File: src/rtl/c_barramento_fifo.sv
// Barramento bus receiver with an internal FIFO. Words are accepted from the source
// over the data_valid/data_read handshake and are drained by a local consumer via rd_en.
`timescale 1ns / 1ps

module c_barramento_fifo #(
    parameter int unsigned WIDTH   = 8,
    parameter int unsigned DEPTH   = 4,
    parameter int unsigned ACK_LEN = 1
) (
    input  logic                     clk,
    input  logic                     reset,
    input  logic                     data_valid,
    input  logic [WIDTH-1:0]         data,
    output logic                     data_read,
    input  logic                     rd_en,
    output logic [WIDTH-1:0]         rd_data,
    output logic                     rd_valid,
    output logic                     empty,
    output logic                     full,
    output logic [$clog2(DEPTH):0]   level
);

    localparam int unsigned AW = $clog2(DEPTH);
    localparam logic [3:0]  AckLast = 4'(ACK_LEN - 1);
    localparam logic [AW:0] LevelFull = (AW + 1)'(DEPTH);

    typedef enum logic [1:0] {
        StIdle,
        StAck,
        StWaitRelease
    } state_e;

    state_e                 state_q;
    logic [3:0]             ack_cnt_q;
    logic                   data_read_q;

    logic [AW-1:0]          wptr_q, wptr_d;
    logic [AW-1:0]          rptr_q, rptr_d;
    logic [AW:0]            level_q, level_d;
    logic [WIDTH-1:0]       rd_data_q, rd_data_d;
    logic                   rd_valid_q, rd_valid_d;
    logic [WIDTH-1:0]       mem_q [DEPTH];

    logic                   wr_fire;
    logic                   rd_fire;

    assign empty = (level_q == '0);
    assign full  = (level_q == LevelFull);

    // Write only when idle and space is known from the registered level; a read on the
    // same edge does not free the slot until the next edge.
    assign wr_fire = (state_q == StIdle) && data_valid && !full;
    assign rd_fire = rd_en && !empty;

    // Receive handshake FSM: one write per data_valid assertion, data_read held ACK_LEN cycles.
    always_ff @(posedge clk or negedge reset) begin
        if (!reset) begin
            state_q     <= StIdle;
            ack_cnt_q   <= '0;
            data_read_q <= 1'b0;
        end else begin
            unique case (state_q)
                StIdle: begin
                    if (wr_fire) begin
                        state_q     <= StAck;
                        ack_cnt_q   <= AckLast;
                        data_read_q <= 1'b1;
                    end
                end
                StAck: begin
                    if (ack_cnt_q == '0) begin
                        data_read_q <= 1'b0;
                        state_q     <= data_valid ? StWaitRelease : StIdle;
                    end else begin
                        ack_cnt_q <= ack_cnt_q - 4'd1;
                    end
                end
                StWaitRelease: begin
                    if (!data_valid) begin
                        state_q <= StIdle;
                    end
                end
                default: begin
                    state_q     <= StIdle;
                    data_read_q <= 1'b0;
                end
            endcase
        end
    end

    // Storage array; contents are intentionally not reset.
    always_ff @(posedge clk) begin
        if (wr_fire) begin
            mem_q[wptr_q] <= data;
        end
    end

    // Pointer, occupancy and read-port next state; pointers wrap naturally at DEPTH.
    always_comb begin
        wptr_d     = wptr_q;
        rptr_d     = rptr_q;
        level_d    = level_q;
        rd_data_d  = rd_data_q;
        rd_valid_d = 1'b0;
        if (wr_fire) begin
            wptr_d = wptr_q + 1'b1;
        end
        if (rd_fire) begin
            rptr_d     = rptr_q + 1'b1;
            rd_data_d  = mem_q[rptr_q];
            rd_valid_d = 1'b1;
        end
        unique case ({wr_fire, rd_fire})
            2'b10:   level_d = level_q + 1'b1;
            2'b01:   level_d = level_q - 1'b1;
            default: level_d = level_q;
        endcase
    end

    // FIFO bookkeeping and registered read port.
    always_ff @(posedge clk or negedge reset) begin
        if (!reset) begin
            wptr_q     <= '0;
            rptr_q     <= '0;
            level_q    <= '0;
            rd_data_q  <= '0;
            rd_valid_q <= 1'b0;
        end else begin
            wptr_q     <= wptr_d;
            rptr_q     <= rptr_d;
            level_q    <= level_d;
            rd_data_q  <= rd_data_d;
            rd_valid_q <= rd_valid_d;
        end
    end

    assign data_read = data_read_q;
    assign rd_data   = rd_data_q;
    assign rd_valid  = rd_valid_q;
    assign level     = level_q;

endmodule

File: config.mk
export PLATFORM = sky130hd
export DESIGN_NAME = c_barramento_fifo
export DESIGN_NICKNAME = d
export VERILOG_FILES = /design/src/rtl/c_barramento_fifo.sv
export SDC_FILE = /design/constraint.sdc
export NUM_CORES = 1
export LEC_CHECK = 0
export BUFFER_PORTS_ARGS = -buffer_cell sky130_fd_sc_hd__buf_2
export CORE_UTILIZATION = 55
export CTS_BUF_LIST = sky130_fd_sc_hd__clkbuf_16
export DETAILED_ROUTE_END_ITERATION = 16
export GPL_TIMING_DRIVEN = 0
export PLACE_DENSITY = 0.78
export SLEW_MARGIN = 25
export SYNTH_ARGS = -nofsm -noshare
export SYNTH_HDL_FRONTEND = slang
export SYNTH_SLANG_ARGS = --single-unit
File: constraint.sdc
create_clock -name clk -period 6.03 [get_ports clk]
set_input_delay 0.603 -clock clk [delete_from_list [all_inputs] [get_ports clk]]
set_output_delay 0.603 -clock clk [all_outputs]
set_load 0.005 [all_outputs]
==> reports/qor.json <==
{
  "clock_network": {
    "root_buffer": "clkbuf_16",
    "cts.repair_timing.setup_buffer_count": 0,
    "cts_tree": "built",
    "clk_pin_slew_worst_paths_ns": 0.07,
    "clock_insertion_delay_worst_skew_ns": 0.28,
    "cts_inserted_buffers": 5,
    "cts.sink_count": 55,
    "post_cts_resized": 0,
    "post_cts_hold_buffer_count": 0,
    "cts.htree.levels": 2,
    "clock_path_buffers": 2
  },
  "global_routing": {
    "largest_net_degree_at_the_start_of_global_routing": 24,
    "grt-ovfl-total": 0,
    "initial_antenna_violation_count": 0,
    "grt_first_pass_wirelength_um": 6160,
    "globalRouteTotalUtil_pct": 20.3,
    "grt_pass1_vias": 1273
  },
  "critical_path": {
    "critical_path.slowest_cell": "o31ai_4",
    "cp_max_fo": 11,
    "timing.critical_path.required_ns": 6.23,
    "endpoint_kind": "flip-flop",
    "critical_path.max_stage_delay_ns": 0.61,
    "critical_path_class": "reg2reg",
    "cp-start-kind": "flip-flop",
    "path_cells": "o31ai_4 > inv_4 > ha_1 > inv_1 > fa_1 > o21ai_0",
    "critical_path_arrival_ns": 2.46
  },
  "sta": {
    "timing.final.hold_violations": 0,
    "worst_slew_margin_rel_pct": 59.5,
    "setup_tns_ns": 0,
    "drv_slew": 0,
    "period_minus_slack_ns": 2.27,
    "finalClockSkew_ns": 0.00795,
    "setup_viol_count_final": 0,
    "rsz0062_at_grt": "no",
    "max_clock_freq_mhz": 441,
    "post-route-period-util_pct": 37.6,
    "transition_time_at_the_pin_with_the_least_slew_margin_ns": 0.607
  },
  "die": {
    "die-width_um": 66.0,
    "rows": 22,
    "die_outline_area_um2": 4350,
    "design.core.area_um2": 3800,
    "io_pins": 27,
    "die_height_um": 66.0,
    "initial_util_pct": 59.3
  },
  "synthesis": {
    "ys_seq_area_share_pct": 68.2,
    "synth-warning-count": 0,
    "most_instantiated_library_cell_after_synthesis": "edfxtp_1",
    "synth-edff-count": 32,
    "synth_nets": 163,
    "synth_cell_type_count": 31,
    "yosys_register_bits": 55,
    "yosys-top-cells-area": "edfxtp_1 (43%), dfrtp_1 (26%), mux4_2 (8.0%)",
    "synth_cell_area_um2": 2250,
    "top_cell_types_by_occurrence_after_synthesis": "edfxtp_1 (32), nand2_1 (26), dfrtp_1 (23)",
    "synth_top_cell_by_area": "edfxtp_1",
    "synth_top_cell_area_share_pct": 42.7,
    "postSynth.topFlopCell": "edfxtp_1",
    "synthCells": 144,
    "postSynthAreaPerCell_um2": 15.6,
    "synth-async-reset-ratio_pct": 41.8
  },
  "finish": {
    "n_antenna_cell": 0,
    "nets": 196,
    "stdcell_area_um2": 2580,
    "flow.area_growth_from_synthesis_pct": 14.8,
    "finalCoreUtilization_pct": 68.1,
    "post_route_cells_drive_above_1_share_pct": 28.1
  },
  "run_status": {
    "run_status": "completed"
  },
  "min_path": {
    "worst_hold_path_type": "in2async"
  },
  "route": {
    "routed_via_density": 5.26,
    "avgRoutedWirePerCell_um": 16.6,
    "drt_pre_antenna_iters": 4,
    "detail_route.wirelength_um": 3760,
    "drt_drc_violations_left": 0,
    "via_count": 1189,
    "ant_nets": 0,
    "drt_iter0_markers": 24
  },
  "placement": {
    "place_congestion": 0.728,
    "io_buffer_count": 26,
    "placed_wire_length_estimate_um": 2490,
    "placement.cell_area_um2": 2440
  },
  "power_and_ir_drop": {
    "power_mw": 1.30,
    "power-per-cell-area_nw_per_um2": 504,
    "worst_ir_drop_vdd_uv": 238,
    "leakagePower_nw": 1.10
  },
  "flow_run": {
    "maxCapViolations": 0
  }
}
==> worst max-delay path: cells and delay by family, from the launching register on <==
kind,cells,cell delay [ns]
compound gates,2,0.81
buf+inv,2,0.24
fa+ha+maj,2,0.66
flops,1,0.48
==> metrics by stage <==
step	hold slack [ns]	worst slack (ns)	instances
after floorplan	0.307	3.94	144
after global placement	0.450	3.76	218
after detailed placement	0.462	3.67	218
after CTS	0.310	3.76	226
after global routing	0.340	3.64	226
final	0.287	3.76	226
==> cells in the final DEF (no fill, tap or decap), types with 2 or more instances in the layout <==
master     instances
and2_1             4
buf_2             28
clkbuf_16          5
dfrtp_1           23
edfxtp_1          32
ha_1               6
inv_1              9
mux2i_1            2
mux4_2             8
nand2_1           26
nand3_1            3
nor3_1             2
o21ai_0            4
xnor2_1            4
xor2_1             3
==> sequential cells by signal (all words and copies together), names as in the netlist <==
register / flops
mem_q: 32
rd_valid: 1
rd_data: 8
data_read: 1
wptr_q: 2
ack_cnt_q: 4
state_q: 2
rptr_q: 2
level: 3
==> where the power goes <==
group | internal [mW] | leakage (nW) | switching (mW)
clock | 0.152 | 0.0750 | 0.122
sequential | 0.512 | 0.570 | 0.0706
combinational | 0.212 | 0.453 | 0.234
total | 0.877 | 1.10 | 0.426
==> worst paths after layout <==
kind                       depth (start not counted)      start  slack, ns      endpoint
max in group asynchronous                          1      reset       5.38    state_q[1]
max                                                6   level[1]       3.76      level[1]
min                                                1      reset       0.29  ack_cnt_q[3]
min reg2reg                                        1  data_read       0.48     data_read
max reg2reg                                        6   level[1]       3.76      level[1]
min in group clk                                   1  data_read       0.48     data_read
==> final cells by class <==
cell class / count / area, µm²
buffer: 3 / 13.8
clock buffer: 5 / 125
clock inverter: 3 / 17.5
fill: 269 / 1210
inverter: 9 / 36.3
multi-input combinational: 77 / 666
sequential: 55 / 1540
tap: 48 / 60.1
timing repair buffer: 26 / 130
==> routing by layer <==
metal / vias up / share of wire, % / GRT usage (%) / wire length [µm]
met5: - / 0 / 0 / 0
met4: 0 / 0.19 / 3.99 / 7
met3: 2 / 3.1 / 5.69 / 117
met2: 24 / 53 / 35.2 / 2000
met1: 590 / 44 / 25.5 / 1640
li1: 573 / - / - / -
==> cell families (layout without fill, tap and decap cells) <==
group	Yosys count	in the layout	synth area share [%]
AND/OR/NAND/NOR	43	43	9.78
flip-flops	55	55	68.2
multiplexers	11	11	9.56
buffers and inverters	12	46	2.22
AO/OA/AOI/OAI	9	9	3.28
adder cells (fa/ha/maj)	7	7	4.22
XOR/XNOR	7	7	2.72
(Power assumes the default switching activity.)
